==> src/rtl/nes_rom_loader.sv <==
// iNES ROM loader: parses the header from the ROM-load byte stream and writes PRG/CHR bytes to SDRAM.
// Optional NES 2.0 extended mapper/size fields are enabled by defining NES2_EN.
module nes_rom_loader #(
  parameter int                ADDR_W     = 22,
  parameter logic [ADDR_W-1:0] PRG_BASE   = 22'h000000,
  parameter logic [ADDR_W-1:0] CHR_BASE   = 22'h200000,
  parameter int                FIFO_DEPTH = 4
) (
  input  logic              clk,
  input  logic              reset,
  input  logic              rom_loading,
  input  logic [7:0]        rom_do,
  input  logic              rom_do_valid,
  output logic [ADDR_W-1:0] mem_addr,
  output logic [7:0]        mem_wdata,
  output logic              mem_req,
  input  logic              mem_ack,
  output logic [11:0]       mapper,
  output logic [11:0]       prg_size,
  output logic [11:0]       chr_size,
  output logic              mirroring,
  output logic              battery,
  output logic              loader_busy,
  output logic              loader_done,
  output logic              loader_fail
);

  localparam int PTR_W = $clog2(FIFO_DEPTH);
  localparam int DW    = ADDR_W + 8;
  localparam logic [ADDR_W-1:0] ADDR_ONE = {{(ADDR_W-1){1'b0}}, 1'b1};
  localparam logic [PTR_W:0]    PTR_ONE  = {{PTR_W{1'b0}}, 1'b1};
  localparam logic [PTR_W:0]    PTR_ZERO = {(PTR_W+1){1'b0}};

  typedef enum logic [2:0] {
    S_IDLE, S_HEADER, S_TRAIN, S_PRG, S_CHR, S_DONE, S_FAIL
  } state_t;

  state_t            r_state;
  logic              r_valid_d, r_loading_d;
  logic [3:0]        r_hdr_cnt;
  logic [25:0]       r_remain;
  logic [ADDR_W-1:0] r_offset;
  logic [11:0]       r_mapper, r_prg_size, r_chr_size;
  logic              r_mirroring, r_battery, r_trainer;
  logic              r_busy, r_done, r_fail;
`ifdef NES2_EN
  logic              r_nes2;
`endif

  logic [DW-1:0]     r_fifo [FIFO_DEPTH];
  logic [PTR_W:0]    r_wr_ptr, r_rd_ptr;
  logic              r_mem_req;
  logic [ADDR_W-1:0] r_mem_addr;
  logic [7:0]        r_mem_wdata;

  logic              w_byte, w_start, w_end;
  logic              w_empty, w_full, w_push_req, w_pop, w_overflow, w_push, w_flush;
  logic [ADDR_W-1:0] w_push_addr;
  logic [DW-1:0]     w_head;
  logic [7:0]        w_magic;

  assign w_byte      = rom_do_valid & ~r_valid_d & rom_loading;
  assign w_start     = rom_loading & ~r_loading_d;
  assign w_end       = ~rom_loading & r_loading_d;
  assign w_empty     = (r_wr_ptr == r_rd_ptr);
  assign w_full      = (r_wr_ptr[PTR_W] != r_rd_ptr[PTR_W]) &&
                       (r_wr_ptr[PTR_W-1:0] == r_rd_ptr[PTR_W-1:0]);
  assign w_push_req  = w_byte & ~w_start & ((r_state == S_PRG) || (r_state == S_CHR));
  assign w_pop       = ~w_empty & ~r_mem_req & (r_state != S_FAIL) & ~w_start;
  assign w_overflow  = w_push_req & w_full & ~w_pop;
  assign w_push      = w_push_req & ~w_overflow;
  // In FAIL the queue is only discarded once the in-flight write has been acknowledged.
  assign w_flush     = w_start | ((r_state == S_FAIL) & ~r_mem_req);
  assign w_push_addr = ((r_state == S_CHR) ? CHR_BASE : PRG_BASE) + r_offset;
  assign w_head      = r_fifo[r_rd_ptr[PTR_W-1:0]];

  // Expected iNES signature byte for header positions 0-3.
  always_comb begin
    w_magic = 8'h00;
    case (r_hdr_cnt[1:0])
      2'd0:    w_magic = 8'h4E;
      2'd1:    w_magic = 8'h45;
      2'd2:    w_magic = 8'h53;
      2'd3:    w_magic = 8'h1A;
      default: w_magic = 8'h00;
    endcase
  end

  // Byte FIFO between the parser and the memory port.
  always_ff @(posedge clk) begin
    if (reset || w_flush) begin
      r_wr_ptr <= PTR_ZERO;
      r_rd_ptr <= PTR_ZERO;
    end else begin
      if (w_push) begin
        r_fifo[r_wr_ptr[PTR_W-1:0]] <= {w_push_addr, rom_do};
        r_wr_ptr <= r_wr_ptr + PTR_ONE;
      end
      if (w_pop) begin
        r_rd_ptr <= r_rd_ptr + PTR_ONE;
      end
    end
  end

  // Memory write port: request held with stable addr/data until the ack pulse.
  always_ff @(posedge clk) begin
    if (reset || w_start) begin
      r_mem_req   <= 1'b0;
      r_mem_addr  <= {ADDR_W{1'b0}};
      r_mem_wdata <= 8'h00;
    end else if (r_mem_req && mem_ack) begin
      r_mem_req <= 1'b0;
    end else if (w_pop) begin
      r_mem_req                 <= 1'b1;
      {r_mem_addr, r_mem_wdata} <= w_head;
    end
  end

  // Load sequencer: header parse, trainer skip, PRG/CHR streaming and status flags.
  always_ff @(posedge clk) begin
    if (reset) begin
      r_state     <= S_IDLE;
      r_valid_d   <= 1'b0;
      r_loading_d <= 1'b0;
      r_hdr_cnt   <= 4'd0;
      r_remain    <= 26'd0;
      r_offset    <= {ADDR_W{1'b0}};
      r_mapper    <= 12'd0;
      r_prg_size  <= 12'd0;
      r_chr_size  <= 12'd0;
      r_mirroring <= 1'b0;
      r_battery   <= 1'b0;
      r_trainer   <= 1'b0;
      r_busy      <= 1'b0;
      r_done      <= 1'b0;
      r_fail      <= 1'b0;
`ifdef NES2_EN
      r_nes2      <= 1'b0;
`endif
    end else begin
      r_valid_d   <= rom_do_valid;
      r_loading_d <= rom_loading;
      if (r_state == S_DONE && w_empty && !r_mem_req) begin
        r_done <= 1'b1;
      end
      if (w_start) begin
        r_state     <= S_HEADER;
        r_hdr_cnt   <= 4'd0;
        r_remain    <= 26'd0;
        r_offset    <= {ADDR_W{1'b0}};
        r_mapper    <= 12'd0;
        r_prg_size  <= 12'd0;
        r_chr_size  <= 12'd0;
        r_mirroring <= 1'b0;
        r_battery   <= 1'b0;
        r_trainer   <= 1'b0;
        r_busy      <= 1'b1;
        r_done      <= 1'b0;
        r_fail      <= 1'b0;
`ifdef NES2_EN
        r_nes2      <= 1'b0;
`endif
      end else if ((w_end && r_busy) || w_overflow) begin
        r_state <= S_FAIL;
        r_fail  <= 1'b1;
        r_busy  <= 1'b0;
      end else if (w_byte) begin
        case (r_state)
          S_HEADER: begin
            r_hdr_cnt <= r_hdr_cnt + 4'd1;
            case (r_hdr_cnt)
              4'd0, 4'd1, 4'd2, 4'd3: begin
                if (rom_do != w_magic) begin
                  r_state <= S_FAIL;
                  r_fail  <= 1'b1;
                  r_busy  <= 1'b0;
                end
              end
              4'd4: r_prg_size[7:0] <= rom_do;
              4'd5: r_chr_size[7:0] <= rom_do;
              4'd6: begin
                r_mirroring   <= rom_do[0];
                r_battery     <= rom_do[1];
                r_trainer     <= rom_do[2];
                r_mapper[3:0] <= rom_do[7:4];
              end
              4'd7: begin
                r_mapper[7:4] <= rom_do[7:4];
`ifdef NES2_EN
                r_nes2        <= (rom_do[3:2] == 2'b10);
`endif
              end
`ifdef NES2_EN
              4'd8: begin
                if (r_nes2) begin
                  r_mapper[11:8] <= rom_do[3:0];
                end
              end
              4'd9: begin
                if (r_nes2 && ((rom_do[3:0] == 4'hF) || (rom_do[7:4] == 4'hF))) begin
                  r_state <= S_FAIL;
                  r_fail  <= 1'b1;
                  r_busy  <= 1'b0;
                end else if (r_nes2) begin
                  r_prg_size[11:8] <= rom_do[3:0];
                  r_chr_size[11:8] <= rom_do[7:4];
                end
              end
`endif
              4'd15: begin
                if (r_prg_size == 12'd0) begin
                  r_state <= S_FAIL;
                  r_fail  <= 1'b1;
                  r_busy  <= 1'b0;
                end else if (r_trainer) begin
                  r_state  <= S_TRAIN;
                  r_remain <= 26'd512;
                end else begin
                  r_state  <= S_PRG;
                  r_remain <= {r_prg_size, 14'd0};
                end
              end
              default: ;
            endcase
          end
          S_TRAIN: begin
            if (r_remain == 26'd1) begin
              r_state  <= S_PRG;
              r_remain <= {r_prg_size, 14'd0};
            end else begin
              r_remain <= r_remain - 26'd1;
            end
          end
          S_PRG: begin
            r_offset <= r_offset + ADDR_ONE;
            if (r_remain == 26'd1 && r_chr_size != 12'd0) begin
              r_state  <= S_CHR;
              r_remain <= {1'b0, r_chr_size, 13'd0};
              r_offset <= {ADDR_W{1'b0}};
            end else if (r_remain == 26'd1) begin
              r_state <= S_DONE;
              r_busy  <= 1'b0;
            end else begin
              r_remain <= r_remain - 26'd1;
            end
          end
          S_CHR: begin
            r_offset <= r_offset + ADDR_ONE;
            if (r_remain == 26'd1) begin
              r_state <= S_DONE;
              r_busy  <= 1'b0;
            end else begin
              r_remain <= r_remain - 26'd1;
            end
          end
          default: ;
        endcase
      end
    end
  end

  assign mem_addr    = r_mem_addr;
  assign mem_wdata   = r_mem_wdata;
  assign mem_req     = r_mem_req;
  assign mapper      = r_mapper;
  assign prg_size    = r_prg_size;
  assign chr_size    = r_chr_size;
  assign mirroring   = r_mirroring;
  assign battery     = r_battery;
  assign loader_busy = r_busy;
  assign loader_done = r_done;
  assign loader_fail = r_fail;

endmodule

==> config.mk <==
export PLATFORM = sky130hd
export DESIGN_NAME = nes_rom_loader
export DESIGN_NICKNAME = d
export VERILOG_FILES = /design/src/rtl/nes_rom_loader.sv
export SDC_FILE = /design/constraint.sdc
export NUM_CORES = 1
export LEC_CHECK = 0
export ABC_CLOCK_PERIOD_IN_PS = 7340
export CORE_MARGIN = 1.5
export CORE_UTILIZATION = 40
export CTS_CLUSTER_SIZE = 40
export DETAILED_ROUTE_END_ITERATION = 10
export DONT_BUFFER_PORTS = 1
export PLACE_DENSITY_LB_ADDON = 0.05
export RECOVER_POWER = 100
export REMOVE_ABC_BUFFERS = 1
export SLEW_MARGIN = 20
export SYNTH_ARGS = -nofsm -noshare
export SYNTH_HDL_FRONTEND = slang
export SYNTH_SLANG_ARGS = --single-unit
==> constraint.sdc <==
create_clock -name clk -period 7.34 [get_ports clk]
set_clock_uncertainty 0.2 [all_clocks]
set_input_delay 1.468 -clock clk [delete_from_list [all_inputs] [get_ports clk]]
set_output_delay 1.468 -clock clk [all_outputs]
set_load 0.01 [all_outputs]
# After elaboration in Yosys (flattened, before gate mapping)
# Memory sizes are Yosys's and may differ from the RTL's. A register that Yosys moved wholly into a read port is not among the register bits.
# Index checks and enable logic that the tools add are counted.
# W data, S select, Z words.
totals:
  reg_bits: 94
  ramBits: 120
  in_bits: 13
  output_inout_bits: 72
  wordCells: 165
  memories: 1
op_classes:
  addsub: 6
  n_eq_ne: 35
  mux: 40
  n_bitwise: 24
  n_reduce_logical: 39
memory_table:
  columns: ["memory", "words", "width", "rd", "rd_clocked_by_memory_dff", "write_ports", "line", "source"]
  rows:
  - ["r_fifo", 4, 30, 1, 1, 1, "50", "logic [DW-1:0] r_fifo [FIFO_DEPTH];"]
ops:
  columns: ["cell", "count"]
  rows:
  - ["$mux W26", 5]
  - ["$pmux W26 S4", 1]
  - ["$mux W22", 3]
  - ["$pmux W22 S2", 1]
  - ["$pmux W8 S4", 1]
  - ["$eq A26 B1 Y1 const B", 1]
  - ["$sub A26 B1 Y26 const B", 1]
  - ["$add A22 B1 Y22 const B", 1]
  - ["$add A22 B22 Y22", 1]
  - ["$mux W3", 7]
  - ["$reduce_and A5 Y1", 4]
  - ["$mux W1", 17]
  - ["$eq A4 B3 Y1 const B", 4]
  - ["$reduce_and A4 Y1", 4]
  - ["$and A1 B1 Y1", 13]
  - ["$logic_not A12 Y1", 1]
  - ["$ne A3 B3 Y1 const B", 4]
  - ["$ne A4 B4 Y1 const B", 3]
  - ["$pmux W3 S4", 1]
  - ["$reduce_bool A12 Y1", 1]
  - ["$ne A5 B5 Y1 const B", 2]
  - ["$not A1 Y1", 10]
  - ["$reduce_bool A5 Y1", 2]
  - ["$eq A3 B3 Y1 const B", 3]
  - ["34 further kinds", 53]

# Logic depth before layout (Yosys ltp)
depth:
  depth_word: 12
  mapped_depth: 11
  depth_no_buf: 11

# Least setup slack after synthesis
# No wires, ideal clock.
synth_path:
  path_kind: "input to register"
  startpoint: "in rom_loading"
  endpoint: "mem r_fifo[0][0] (netlist bit), enable pin"
  setup_ps: 390
  arrival_time_ps: 2974
  required_ps: 6750
  path_slack_ps: 3776
  path_stages: 6
  n_path_buf: 0
  path_cell_list: "nand2b_1 > a311oi_2 > nand2_1 > nand3_1 > nor2_1 > and2_1"
synth_between:
  elab_chain_cells: 11
  elab_cells_between_ends: 16
  classes_between: "mux: 3; bitwise: 12; reduce/logical: 1"
synth_lines:
  columns: ["item", "line", "source"]
  rows:
  - ["start, declared", "11", "input logic rom_loading,"]
  - ["$and A1 B1 Y1", "63", "assign w_start = rom_loading & ~r_loading_d;"]
  - ["$not A1 Y1", "68, 69", null]
  - ["$and A1 B1 Y1 (2 in a row)", "68", "assign w_push_req = w_byte & ~w_start & ((r_state == S_PRG) || (r_state == S_CHR));"]
  - ["$and A1 B1 Y1 (2 in a row)", "70", "assign w_overflow = w_push_req & w_full & ~w_pop;"]
  - ["$not A1 Y1", "71", "assign w_push = w_push_req & ~w_overflow;"]
  - ["$and A1 B1 Y1", "71", null]
  - ["$mux W1", "95", "if (w_push) begin"]
  - ["$mux W1 (*)", "91", "if (reset || w_flush) begin"]
  - ["$mux W1 (not written as such) (*)", "96", "r_fifo[r_wr_ptr[PTR_W-1:0]] <= {w_push_addr, rom_do};"]
  - ["end, declared", "50", null]
# Every way passes the cells marked *; elsewhere a longest branch is shown, timed or not.

# Final worst setup path
layout_path:
  startpoint: "in rom_loading"
  endpoint: "reg r_offset[12]"
layout_between:
  elab_chain_cells: 9
  elab_cells_between_ends: 16
  classes_between: "bitwise: 12; reduce/logical: 4"
layout_lines:
  columns: ["item", "line", "source"]
  rows:
  - ["$and A1 B1 Y1", "63", null]
  - ["$not A1 Y1", "68, 69", null]
  - ["$and A1 B1 Y1 (2 in a row)", "68", null]
  - ["$and A1 B1 Y1 (2 in a row)", "70", null]
  - ["$logic_or A1 B1 Y1", "163", "end else if ((w_end && r_busy) || w_overflow) begin"]
  - ["$not A1 Y1 (no line)", null, null]
  - ["$reduce_and A3 Y1 (no line)", null, null]
  - ["end signal, assigned", "127", "r_offset <= {ADDR_W{1'b0}};"]
  - ["end signal, assigned", "150", "r_offset <= {ADDR_W{1'b0}};"]
  - ["end signal, assigned", "235", "r_offset <= r_offset + ADDR_ONE;"]
  - ["end, declared", "42", "logic [ADDR_W-1:0] r_offset;"]
# Parallel ways exist; a longest one is shown, timed or not.
# A chain may end at the register's enable or synchronous reset.

==> impl_results.md <==
- First-pass GRT wire length: 41.7 mm
- TNS Setup: 0 ns
- Post-CTS Setup Repair Bufs: 0
- # setup viols final: 0
- Combined area of the multi-input logic cells: 0.00423 mm2
- Hold buffers post-CTS: 0
- Critical path class: input pin to register
- Root buffer cell: clkbuf_16
- Gr ovfl total: 0
- Final hold vios: 0
- I/O pins: 85
- CP Capture Type: register
- CTS tree: built
- Most frequent cells in the layout: 123 x dfxtp_1, 120 x nand2_1, 120 x edfxtp_1
- Antenna cell count: 0
- CP top delay family: simple AND/OR/NAND/NOR gates
- Synth Register Bits: 244
- WL per Instance: 20.4 um
- Port bufs: 0
- Synth Flop Type: dfxtp_1
- Ys Warns: 0
- Number of routed nets with antenna violations: 0
- CTS Sinks: 244
- Drt via density: 5.70
- Initial antenna violation count: 0
- Detailed Route WL: 26.4 mm
- Max H-tree Level: 1
- F_max: 0.217 GHz
- Final period utilization: 0.627
- Type of origin of the critical path: input pin
- Post-synth ARST share: 0
- GPL Wtd Cong: 0.808
- Layout cells sized above 1: 0.0928
- Clk buf depth: 3
- Max cap viols: 6
- Post_cts resized: 0
- Final Critical Period: 4.60 ns
- Post-synth cell types: 76
- DRC viols: 10
- Required @ worst endpoint: 7.51 ns
- Area growth from synthesis to layout: 9.96%
- Post-Syn Area: 0.0107 mm2
- Post-synth EDFFs: 120
- CTS buffer count: 27
- Critical path's slowest cell: nand2b_1
- Max-slew violations: 242
- Filler cell count in the final layout: 2445
- Power, Total: 2.83 mW
- Area of the die: 0.0276 mm2
- Total GRT Usage: 0.189
- RSZ-0062 raised after global routing: false
- Core area: 0.0261 mm2
- Worst slew pin tran: 3.57 ns
- Total number of vias: 7377
- Commonest non-fill, non-tap cell in the layout: dfxtp_1
- Post-layout nets: 968
- Floorplan die width: 166 um
- Vias in the first global route: 7387
- FP Rows: 59
- Delay of the slowest critical-path stage: 2.46 ns
- Post-DP HPWL: 17.0 mm
- Leak: 3.92 nW
- Starting Density: 0.408
- CP cell instances: nand2b_1 -> nand2b_1 -> nor2_1 -> o21ai_0 -> o21ai_0
- Worst-path clk slew: 0.06 ns
- HP Class: register to register
- Synthesized area per cell: 11.2 um2
- Seq/Total Area, Yosys: 0.571
- Cells after Synth: 953
- Peak VDD IR: 0.139 mV
- Slew headroom: -1.38
- Outcome: finished, violations left
- Worst-path maximum fanout: 83
- Die Height: 166 um
- Pwr Density: 241 mW/mm2
- Failing checks: DRC, capacitance limit, slew limit
- CP Buf/Inv Count: 0
- Pin count of the biggest net entering global routing: 84
- Clk Latency, worst-skew pair: 0.53 ns
- Storage element area: 0.00609 mm2
- Drt first pass iters: 9
- Worst Path Arrival: 4.77 ns
- Initial drt markers: 597
## where the power goes
group,internal [mW],switching [mW]
clock,0.791,0.535
sequential,1.42,0.00792
combinational,0.0220,0.0508
total,2.23,0.593
## routing by layer
layer | share of wire | wire (um) | GRT usage | vias to the layer above
met3 | 0.044 | 1160 | 0.0291 | 36
met4 | 0.015 | 395 | 0.0514 | 0
met2 | 0.47 | 12400 | 0.314 | 173
li1 | - | - | - | 3475
met5 | 0 | 0 | 0 | -
met1 | 0.47 | 12500 | 0.259 | 3693
## cells by family (layout without fill, tap and decap cells)
kind of cell,Yosys count,in the layout,synth area share
AO/OA/AOI/OAI,184,184,0.109
XOR/XNOR,42,42,0.0345
adder cells (fa/ha/maj),15,15,0.0176
buffers and inverters,81,76,0.0345
flip-flops,244,244,0.571
multiplexers,35,35,0.0682
other,1,12,0.000352
AND/OR/NAND/NOR,351,351,0.165
## state kept, by name, indices dropped and copies added (netlist names), 4 cells and up
| register | cells |
|---|---|
| r_hdr_cnt | 4 |
| chr_size | 8 |
| r_remain | 26 |
| r_offset | 22 |
| prg_size | 8 |
| mapper | 8 |
| mem_addr | 22 |
| r_fifo | 120 |
| mem_wdata | 8 |
## cells in the mapped netlist, types with 5 or more instances
cell / count / share of area
buf_4: 13 / 0.0092
nand2_1: 120 / 0.042
xor2_1: 21 / 0.017
o22ai_1: 5 / 0.0029
and4_1: 5 / 0.0041
edfxtp_1: 120 / 0.34
nand3_1: 57 / 0.027
nand4_1: 15 / 0.0088
a21oi_1: 88 / 0.041
mux4_2: 30 / 0.063
o31ai_1: 5 / 0.0035
and3_1: 11 / 0.0065
xnor2_1: 21 / 0.017
nand3b_1: 6 / 0.0042
clkbuf_1: 40 / 0.014
nor2_1: 57 / 0.020
buf_2: 6 / 0.0028
or3_1: 8 / 0.0047
nor3_1: 19 / 0.0089
a22oi_1: 6 / 0.0042
o211ai_1: 5 / 0.0035
dfxtp_1: 124 / 0.23
o21ai_1: 18 / 0.0085
inv_1: 17 / 0.0060
nor2b_1: 5 / 0.0029
o21ai_0: 9 / 0.0042
a31oi_1: 7 / 0.0041
ha_1: 15 / 0.018
and2_1: 7 / 0.0041
nor4_1: 11 / 0.0065
## per-stage QoR
step	cells	cell area (um2)	util	hold slack, ns	setup WS (ns)
global placement	1246	10900	0.418	0.279	3.37
finish	1294	11700	0.448	0.271	2.74
detailed placement	1246	10900	0.418	0.268	3.35
floorplan	900	10400	-	0.251	2.83
global route	1294	11700	0.448	0.308	2.43
CTS	1294	11800	0.451	0.283	3.84
## path summary, 6_finish.rpt
kind / startpoint / to / slack [ns] / cells past startpoint
max: rom_loading / r_offset[12] / 2.74 / 5
min: r_remain[12] / r_remain[12] / 0.27 / 2
max reg2reg: r_state[2] / r_fifo[1][5] / 2.99 / 6
min reg2reg: r_remain[12] / r_remain[12] / 0.27 / 2
## tightest hold or removal path, cell delays in order (launching register included)
cell and delay, ns:
dfxtp_1 0.32, inv_1 0.05, o22ai_1 0.05
## cell type report
class / count / share of cell area
tap: 335 / 0.0358
clock inverter: 13 / 0.0124
sequential: 244 / 0.519
clock buffer: 35 / 0.0611
multi-input combinational: 639 / 0.361
inverter: 17 / 0.00545
timing repair buffer: 11 / 0.00512
Power figures use the tool's default switching activity.
